--- config.mk ---
export PLATFORM = sky130hd
export DESIGN_NAME = pid_cfg_spi_master
export DESIGN_NICKNAME = d
export VERILOG_FILES = /design/src/rtl/pid_cfg_spi_master.sv
export SDC_FILE = /design/constraint.sdc
export NUM_CORES = 1
export LEC_CHECK = 0
export ABC_AREA = 0
export BUFFER_PORTS_ARGS = -buffer_cell sky130_fd_sc_hd__buf_2
export CAP_MARGIN = 15
export CORE_MARGIN = 10
export CORE_UTILIZATION = 50
export CTS_BUF_LIST = sky130_fd_sc_hd__clkbuf_2
export DETAILED_ROUTE_END_ITERATION = 8
export GPL_ROUTABILITY_DRIVEN = 0
export MAX_ROUTING_LAYER = met4
export PLACE_DENSITY = 0.72
export SYNTH_ARGS = -nofsm -noshare
export SYNTH_HDL_FRONTEND = slang
export SYNTH_SLANG_ARGS = --single-unit
--- constraint.sdc ---
create_clock -name clk -period 2.1 [get_ports clk]
set_input_delay 0.315 -clock clk [delete_from_list [all_inputs] [get_ports clk]]
set_output_delay 0.315 -clock clk [all_outputs]
set_load 0.01 [all_outputs]
--- src/rtl/pid_cfg_spi_master.sv ---
// SPI mode-0 master that shifts one NBYTES-byte PID configuration frame out MSB first.
// States: IDLE wait | LEAD cs low before first rise | HIGH sck high | LOW sck low | TRAIL cs hold | GAP cs high, done.
module pid_cfg_spi_master #(
    parameter int NBYTES  = 4,
    parameter int CLK_DIV = 4
) (
    input  logic                clk,
    input  logic                reset,
    input  logic                start,
    input  logic [8*NBYTES-1:0] cfg_data,
    output logic                busy,
    output logic                done,
    output logic                sck,
    output logic                mosi,
    output logic                cs
);
    localparam int N  = 8 * NBYTES;
    localparam int CW = $clog2(CLK_DIV);
    localparam int BW = $clog2(N + 1);
    localparam logic [CW-1:0] CNT_LOAD  = CW'(CLK_DIV - 1);
    localparam logic [BW-1:0] BITS_LOAD = BW'(N);

    typedef enum logic [2:0] {IDLE, LEAD, HIGH, LOW, TRAIL, GAP} state_t;

    state_t         state, state_next;
    logic [CW-1:0]  half_cnt, half_cnt_next;
    logic [BW-1:0]  bit_cnt, bit_cnt_next;
    logic [N-1:0]   shift_reg, shift_next;
    logic           hp_end, active;
    logic           cs_d, sck_d, mosi_d, busy_d, done_d;

    always_ff @(posedge clk or posedge reset) begin
        if (reset) begin
            state     <= IDLE;
            half_cnt  <= '0;
            bit_cnt   <= '0;
            shift_reg <= '0;
            cs        <= 1'b1;
            sck       <= 1'b0;
            mosi      <= 1'b0;
            busy      <= 1'b0;
            done      <= 1'b0;
        end else begin
            state     <= state_next;
            half_cnt  <= half_cnt_next;
            bit_cnt   <= bit_cnt_next;
            shift_reg <= shift_next;
            cs        <= cs_d;
            sck       <= sck_d;
            mosi      <= mosi_d;
            busy      <= busy_d;
            done      <= done_d;
        end
    end

    always_comb begin
        state_next    = state;
        half_cnt_next = half_cnt;
        bit_cnt_next  = bit_cnt;
        shift_next    = shift_reg;
        hp_end        = (half_cnt == '0);
        if (state != IDLE)
            half_cnt_next = hp_end ? CNT_LOAD : half_cnt - CW'(1);
        case (state)
            IDLE: begin
                if (start) begin
                    state_next    = LEAD;
                    shift_next    = cfg_data;
                    bit_cnt_next  = BITS_LOAD;
                    half_cnt_next = CNT_LOAD;
                end
            end
            LEAD:  if (hp_end) state_next = HIGH;
            HIGH: begin
                if (hp_end) begin
                    shift_next   = {shift_reg[N-2:0], 1'b0};
                    bit_cnt_next = bit_cnt - BW'(1);
                    state_next   = (bit_cnt == BW'(1)) ? TRAIL : LOW;
                end
            end
            LOW:   if (hp_end) state_next = HIGH;
            TRAIL: if (hp_end) state_next = GAP;
            GAP: begin
                // A start on the last gap cycle chains straight into the next frame.
                if (hp_end) begin
                    if (start) begin
                        state_next   = LEAD;
                        shift_next   = cfg_data;
                        bit_cnt_next = BITS_LOAD;
                    end else begin
                        state_next = IDLE;
                    end
                end
            end
            default: state_next = IDLE;
        endcase
    end

    // Outputs are decoded from the next state so every pin comes straight from a flop.
    always_comb begin
        active = (state_next == LEAD) || (state_next == HIGH) ||
                 (state_next == LOW)  || (state_next == TRAIL);
        cs_d   = ~active;
        sck_d  = (state_next == HIGH);
        mosi_d = active & shift_next[N-1];
        busy_d = (state_next != IDLE);
        done_d = (state_next == GAP) && (state != GAP);
    end
endmodule

Yosys cells after proc, flatten, opt, wreduce, memory -nomap -nowiden
Cells that the tools add are included.
{"block": "totals", "register_bits": 48, "latchBits": 0, "mem_bits_rw": 0, "mem_bits_ro": 0, "wordCells": 59, "memories": 0}
{"block": "classes", "addsub": 2, "multipliers": 0, "div_mod_pow": 0, "magnitude_cmp": 0, "n_eq_ne": 14, "n_shift": 0, "muxes": 20, "bitwise_logic": 2, "n_reduce_logical": 11}
{"op": "$mux W32", "n": 3}
{"op": "$pmux W32 S3", "n": 1}
{"op": "$mux W3", "n": 6}
{"op": "$mux W6", "n": 3}
{"op": "$pmux W6 S3", "n": 1}
{"op": "$pmux W3 S5", "n": 1}
{"op": "$eq A3 B2 Y1 const B", "n": 4}
{"op": "$eq A3 B3 Y1 const B", "n": 4}
{"op": "$reduce_bool A3 Y1", "n": 3}
{"op": "$mux W2", "n": 4}
{"op": "$eq A3 B1 Y1 const B", "n": 2}
{"op": "$eq A6 B1 Y1 const B", "n": 1}
{"op": "$sub A6 B1 Y6 const B", "n": 1}
{"op": "$ne A2 B2 Y1 const B", "n": 2}
{"op": "$logic_not A3 Y1", "n": 1}
{"op": "$logic_or A1 B1 Y1", "n": 3}
{"op": "$ne A3 B3 Y1 const B", "n": 1}
{"op": "$reduce_and A3 Y1", "n": 1}
{"op": "$logic_not A2 Y1", "n": 1}
{"op": "$reduce_or A2 Y1", "n": 1}
{"op": "$sub A2 B1 Y2 const B", "n": 1}
{"op": "$and A1 B1 Y1", "n": 1}
{"op": "$logic_and A1 B1 Y1", "n": 1}
{"op": "$mux W1", "n": 1}
{"op": "$not A1 Y1", "n": 1}

Depth between registers and ports, before layout
Gate-level depths: netlist (run 1).
{"block": "depth", "depth_word": 9, "depth_mapped": 8, "depth_no_buf": 6}

Worst setup path after synthesis (run 1)
No wires, ideal clock.
{"block": "synth_path", "path_type": "flip-flop to flip-flop", "from": "register half_cnt[0]", "to": "register shift_reg[19]", "setup_time_ns": 0.127, "t_arrival_ns": 1.566, "required_time_ns": 1.973, "slack_ns": 0.406, "path_stages_with_launch": 9, "path_buffers": 2, "period_less_slack_ns": 1.694, "path_cell_list": "dfrtp_1 inv_1 ha_1 nand3_1 o22a_1 buf_2 buf_2 a222oi_1 inv_1"}
{"block": "synth_via", "elab_chain_cells": 3, "elab_cells_between_ends": 4, "classes_between": "eq/ne: 2; reduce/logical: 2"}
{"element": "start, declared", "line": "26", "text": "logic [CW-1:0] half_cnt, half_cnt_next;"}
{"element": "start signal, assigned", "line": "45", "text": "half_cnt <= half_cnt_next;"}
{"element": "$logic_not A2 Y1 *", "line": "61", "text": "hp_end = (half_cnt == '0);"}
{"element": "$ne A2 B2 Y1 (no source line)"}
{"element": "$reduce_and A3 Y1 (no source line) *"}
{"element": "end signal, assigned", "line": "47", "text": "shift_reg <= shift_next;"}
{"element": "end, declared", "line": "28", "text": "logic [N-1:0] shift_reg, shift_next;"}
Mark *: on every way between the ends. The rest lies on a longest branch, timed or not.
A chain may end at the register's enable or synchronous reset.

Worst setup path after layout (run 1)
{"block": "layout_path", "from": "register half_cnt[0]", "to": "register bit_cnt[3]"}
{"block": "layout_via", "elab_chain_cells": 3, "elab_cells_between_ends": 4, "classes_between": "eq/ne: 2; reduce/logical: 2"}
{"element": "$logic_not A2 Y1 *", "line": "61"}
{"element": "$ne A2 B2 Y1 (no source line)"}
{"element": "$reduce_and A3 Y1 (no source line) *"}
{"element": "end signal, assigned", "line": "46", "text": "bit_cnt <= bit_cnt_next;"}
{"element": "end, declared", "line": "27", "text": "logic [BW-1:0] bit_cnt, bit_cnt_next;"}
Marks and branches as above.

==> results of run 1 <==
## cell usage after synthesis
cell      count  share of area
a21oi_1       6          0.014
o21ai_0       6          0.014
nand3b_1      2         0.0069
clkbuf_1      3         0.0052
a211oi_2      1         0.0057
a21bo_2       1         0.0046
and2_1        1         0.0029
nor2b_1       3         0.0086
inv_1        40          0.069
a221oi_1      2         0.0080
or3b_1        1         0.0040
dfrtp_1      47           0.54
and4b_1       1         0.0046
nand3_1       4         0.0092
mux2i_1       2         0.0092
a222oi_1     30           0.14
a32oi_1       1         0.0040
ha_1          3          0.017
o22ai_1       4          0.011
dfstp_2       1          0.012
o22a_1        1         0.0040
nand2_1       5         0.0086
a31oi_1       2         0.0057
or2_1         1         0.0029
o32ai_1       2         0.0080
nor2_1        7          0.012
nor3_1        5          0.011
nand2b_1      4          0.011
buf_2        13          0.030
xnor2_1       1         0.0040
or3_1         4          0.011
nand4b_1      1         0.0040
## worst max-delay path: stages (launching register included)
cell and delay [ps]:
dfrtp_1 410, inv_1 90, ha_1 220, nand3_1 160, o22a_1 250, buf_4 230
or3_1 370, a21oi_1 140
## power by group through the flow
stage / clock, µW / sequential [µW] / combinational, µW
after floorplan: 0 / 1530 / 1080
after global placement: 0 / 1590 / 1400
after detailed placement: 0 / 1600 / 1440
after CTS: 513 / 1580 / 1440
after global routing: 548 / 1620 / 1630
final: 498 / 1580 / 1430
## cell usage in the layout (no fill, tap or decap), types with 3 or more instances in the layout
master,instances
dfrtp_1,47
inv_1,39
buf_2,39
a222oi_1,30
buf_4,12
nor2_1,7
o21ai_0,6
a21oi_1,6
nand2_1,5
clkbuf_2,5
nand2b_1,4
nand3_1,4
nor3_1,4
o22ai_1,4
or3_1,4
nor2b_1,3
ha_1,3
## layout make-up
type                            count  area, µm²
Clock inverter                      3       42.5
Tap cell                           50       62.6
Multi-Input combinational cell    101        766
Inverter                           40        150
Clock buffer                        5       25.0
Fill cell                         362       1550
Timing Repair Buffer               53        315
Sequential cell                    48       1200
## stage by stage
stage          total power (µW)  cell area [µm²]  cells  hold WS, ps
3_5_place_dp               3040             2490    291          353
4_1_cts                    3530             2560    300         60.7
6_report                   3510             2560    300         76.1
2_1_floorplan              2620             2180    205          452
3_3_place_gp               2990             2490    291          344
5_1_grt                    3810             2560    300         47.3
## cell families (layout without fill, tap and decap cells)
kind of cell | after synthesis | count (layout) | synth area share
buffers and inverters | 56 | 101 | 0.104
XOR/XNOR | 1 | 1 | 0.00401
AO/OA/AOI/OAI | 56 | 56 | 0.217
multiplexers | 2 | 2 | 0.00917
AND/OR/NAND/NOR | 39 | 39 | 0.0981
adder cells (fa/ha/maj) | 3 | 3 | 0.0172
flip-flops | 48 | 48 | 0.551
## metal layers
| layer | up-vias | wire length, µm | GRT usage |
|---|---|---|---|
| li1 | 841 | - | - |
| met1 | 831 | 2310 | 0.174 |
| met2 | 47 | 2280 | 0.195 |
| met3 | 4 | 311 | 0.0378 |
| met4 | 0 | 34 | 0.0584 |
| met5 | - | 0 | - |
## how the worst max path moves through the flow
stage	start	to	slack (ps)	cells past startpoint
6_report	half_cnt[0]	bit_cnt[3]	210	7
3_5_place_dp	half_cnt[0]	bit_cnt[4]	200	7
2_1_floorplan	half_cnt[0]	shift_reg[19]	410	8
5_1_grt	half_cnt[0]	bit_cnt[3]	80	7
3_3_place_gp	half_cnt[0]	bit_cnt[3]	290	7
4_1_cts	half_cnt[0]	bit_cnt[3]	200	7
==> flow_summary.toml, run 1 <==
[clock_tree]
cts_buffer_depth = 2
clockRootBuffer = "clkbuf_2"
cts_sinks = 48
cts-resized-gates = 0
numCtsBuffers = 5
worst_skew_pair.late_latency_ps = 440
cts_tree = "done"
cts_setup_buffers = 0
htree_levels = 2
cts.clk_slew.worst_paths_ps = 250
ctsHoldBuffers = 1

[worst_setup_path]
crit_required_ps = 2490
critPathArrivalTime_ps = 2290
cp_max_fo = 30
reg2reg_slack_ps = 210
reg2reg_depth = 7
cp-start-kind = "flip-flop"
rr_startpoint = "half_cnt[0]"
crit_type = "flip-flop to flip-flop"
end_kind = "flip-flop"
rr_endpoint = "bit_cnt[3]"

[min_path]
min_path_cells = 3
hp-start = "cfg_data[11]"
min_to = "shift_reg[11]"
worstHoldPathType = "input pin to flip-flop"

[power_and_ir_drop]
p_leak_uw = 0.00140
switching_share = 0.377
p_per_area_nw_per_um2 = 1370
switchingPower_uw = 1320
power_frac_comb = 0.406
clockPowerShare = 0.142
p_seq_frac = 0.452
ir_worst_vdd_mv = 0.641
internal_power_uw = 2180

[routing]
drt_iter0_markers = 250
wl_per_cell_um = 16.5
drc = 0
ant_nets = 0
first_pass_iters = 9
dr_total_vias = 1723
viasPerCell = 5.74
drt_wl_total_mm = 4.94

[place]
numPortBuffers = 39
hpwl_mm = 3.53
dp_slack_ps = 198

[die]
pin_count = 40
row_count = 23
die-width_um = 86.1
start_util = 0.530
coreArea_um2 = 4120
die_h_um = 86.1
die_area_um2 = 7410

[sta]
worst_slew_margin_rel = 0.705
drv_slew = 0
fin_crit_sh = 0.902
post-route-min-period_ps = 1890
worstMarginPinSlew_ps = 442
hold_viol = 0
tns_ps = 0
fmax_ghz = 0.528
setup-violations-final = 0
finClkSkew_ps = 31.4
setup_slack_ps = 207
grt_setup_unrepaired = "no"

[layout]
largest_reg_flops = 32
area_growth_pct = 17.5
nets = 287
layout-drive-gt1-share = 0.256
diodes = 0
final_util = 0.623

[grt]
antenna_found_initial = 0
grt_pass1_wl_mm = 8.06
gr-total-overflow = 0
grt_pass1_vias = 1707
track_usage = 0.136
grt_max_degree = 33

[yosys]
yosys.cell_types.count = 32
ys_ff_latch = 48
ys_seq_area_frac = 0.551
synth_warnings = 0
syn_area_um2 = 2180
postSynthAreaPerCell_um2 = 10.6
synthesis.nets = 243
netlist_instances = 205

[status]
outcome = "finished clean"

[flow_run]
max-cap-violations = 0
No activity file was read; power rests on OpenSTA's default activity.
==> inputs of run 2 (changes only) <==
Clock period 2.1 ns to 1.9 ns, I/O delays scaled along.
==> run 2 against run 1 <==
Against the previous run: core utilization increased by 1.4 points; die area did not move; power rose by 14%; routed wire length decreased by 0.91%; final cell count is the same; fmax grew 6.9%; critical path type unchanged; register-to-register slack worse by 80 ps; largest cell class unchanged; first-iteration DRC count is 6.0% lower; sequential cell count unchanged; clock skew down 13 ps; clock power grew 30%.
==> flow_summary.toml, run 2 (synthesis results as in run 1) <==
[status]
outcome = "finished clean"

[routing]
wl_per_cell_um = 16.3
drt_iter0_markers = 235
drt_wl_total_mm = 4.89
first_pass_iters = 8
dr_total_vias = 1751
drc = 0
ant_nets = 0
viasPerCell = 5.84

[place]
numPortBuffers = 39
place_inst = 291
hpwl_mm = 3.45

[sta]
finClkSkew_ps = 18.4
post-route-min-period_ps = 1770
drv_slew = 0
tns_ps = 0
worst_slew_margin_rel = 0.683
grt_setup_unrepaired = "yes"
worstMarginPinSlew_ps = 475
setup-violations-final = 0
fmax_ghz = 0.565
hold_viol = 0
fin_crit_sh = 0.932

[worst_setup_path]
end_kind = "flip-flop"
reg2reg_slack_ps = 130
crit_slowest_cell = "dfrtp_1"
cp-start-kind = "flip-flop"
crit_required_ps = 2260
crit_chain = "inv_1, ha_1, buf_4, nand3_1, a211oi_4, clkbuf_16, a222oi_1, inv_1"
critPathArrivalTime_ps = 2130
cp_max_fo = 17
reg2reg_depth = 8
crit_path_frequent_cell = "inv_1"
crit_type = "flip-flop to flip-flop"
critPathMaxStageDelay_ps = 400

[power_and_ir_drop]
switchingPower_uw = 1440
ir_worst_vdd_mv = 0.805
clockPowerShare = 0.163
power_frac_comb = 0.400
p_per_area_nw_per_um2 = 1520
p_seq_frac = 0.438
p_leak_uw = 0.00142
switching_share = 0.362
internal_power_uw = 2550
report.power.total_uw = 3990

[layout]
layout-drive-gt1-share = 0.264
stdcell_count = 300
nets = 288
layout_common_cells = "dfrtp_1, inv_1, buf_2, a222oi_1, buf_4"
diodes = 0
largest_reg_flops = 32
nFillCells = 317
area_growth_pct = 20.1
layout_commonest_cell = "dfrtp_1"

[die]
die_area_um2 = 7410
coreArea_um2 = 4120
pin_count = 40
start_util = 0.530
die-width_um = 86.1
row_count = 23
die_h_um = 86.1

[clock_tree]
worst_skew_pair.late_latency_ps = 410
cts.clk_slew.worst_paths_ps = 230
clockRootBuffer = "clkbuf_2"
cts_setup_buffers = 0
numCtsBuffers = 5
htree_levels = 2
cts_sinks = 48
cts_tree = "done"
cts_buffer_depth = 2

[min_path]
min_path_cells = 3
worstHoldPathType = "input pin to flip-flop"

[grt]
grt_pass1_wl_mm = 8.27
track_usage = 0.138
grt_max_degree = 35
grt_pass1_vias = 1782
gr-total-overflow = 0
antenna_found_initial = 0

[flow_run]
max-cap-violations = 0
-- run 2: cell count changes in the layout (fill, tap and decap cells not counted) --
cell       change
buf_12         +1
buf_4          -1
bufinv_16      +1
clkbuf_16      +1
clkinv_1       -1
clkinv_4       -1
o22a_1         -1
o22a_2         +1
-- run 2: path summary, 6_finish.rpt --
kind | from | endpoint
min in group asynchronous | reset | shift_reg[13]
worst min register to register | shift_reg[11] | shift_reg[11]
max in group asynchronous | reset | cs
worst max register to register | half_cnt[0] | shift_reg[21]
worst max-delay path | half_cnt[0] | shift_reg[21]
worst min-delay path | cfg_data[10] | shift_reg[10]
-- run 2: per-layer routing --
metal  share of wire  wire, µm  track usage  vias up
met5               0         0            -        -
met1            0.44      2170        0.173      834
met2            0.47      2290        0.205       71
met4           0.012        58       0.0419        0
li1                -         -            -      840
met3           0.076       374       0.0482        6
-- run 2: area by class of cell --
| type | instances | area (µm²) | area share |
|---|---|---|---|
| Multi-Input combinational cell | 101 | 767 | 0.293 |
| Tap cell | 50 | 62.6 | 0.0239 |
| Sequential cell | 48 | 1200 | 0.459 |
| Clock inverter | 2 | 60.1 | 0.0229 |
| Timing Repair Buffer | 54 | 353 | 0.135 |
| Clock buffer | 5 | 25.0 | 0.00955 |
| Inverter | 40 | 150 | 0.0573 |
-- run 2: timing repair --
action	CTS	global route
gates resized for setup	0	1
endpoints found under the setup margin	0	27
hold buffers	1	0
endpoints found under the hold margin	21	0
-- run 2: power groups by stage --
stage	clock (µW)	combinational, µW	sequential, µW
after floorplan	0	1200	1690
after global placement	0	1550	1760
after detailed placement	0	1590	1760
after CTS	673	1590	1740
after global routing	720	1840	1800
final	649	1590	1750
-- run 2: worst max-delay path, delay by kind of cell (launching register included) --
family / cells / cell delay (ps)
AOI/OAI and AO/OA: 2 / 430
adders and majority gates: 1 / 200
and+or+nand+nor: 1 / 130
DFF: 1 / 400
buffers and inverters: 4 / 570
-- run 2: metrics by stage --
step	hold WS (ps)	worst slack, ps	instance area (µm²)	util
2_1_floorplan	427	206	2180	-
3_3_place_gp	328	143	2500	0.607
3_5_place_dp	332	96.8	2500	0.607
4_1_cts	67.7	70.7	2590	0.630
5_1_grt	15.8	-13.1	2620	0.637
6_report	77.9	130	2620	0.637
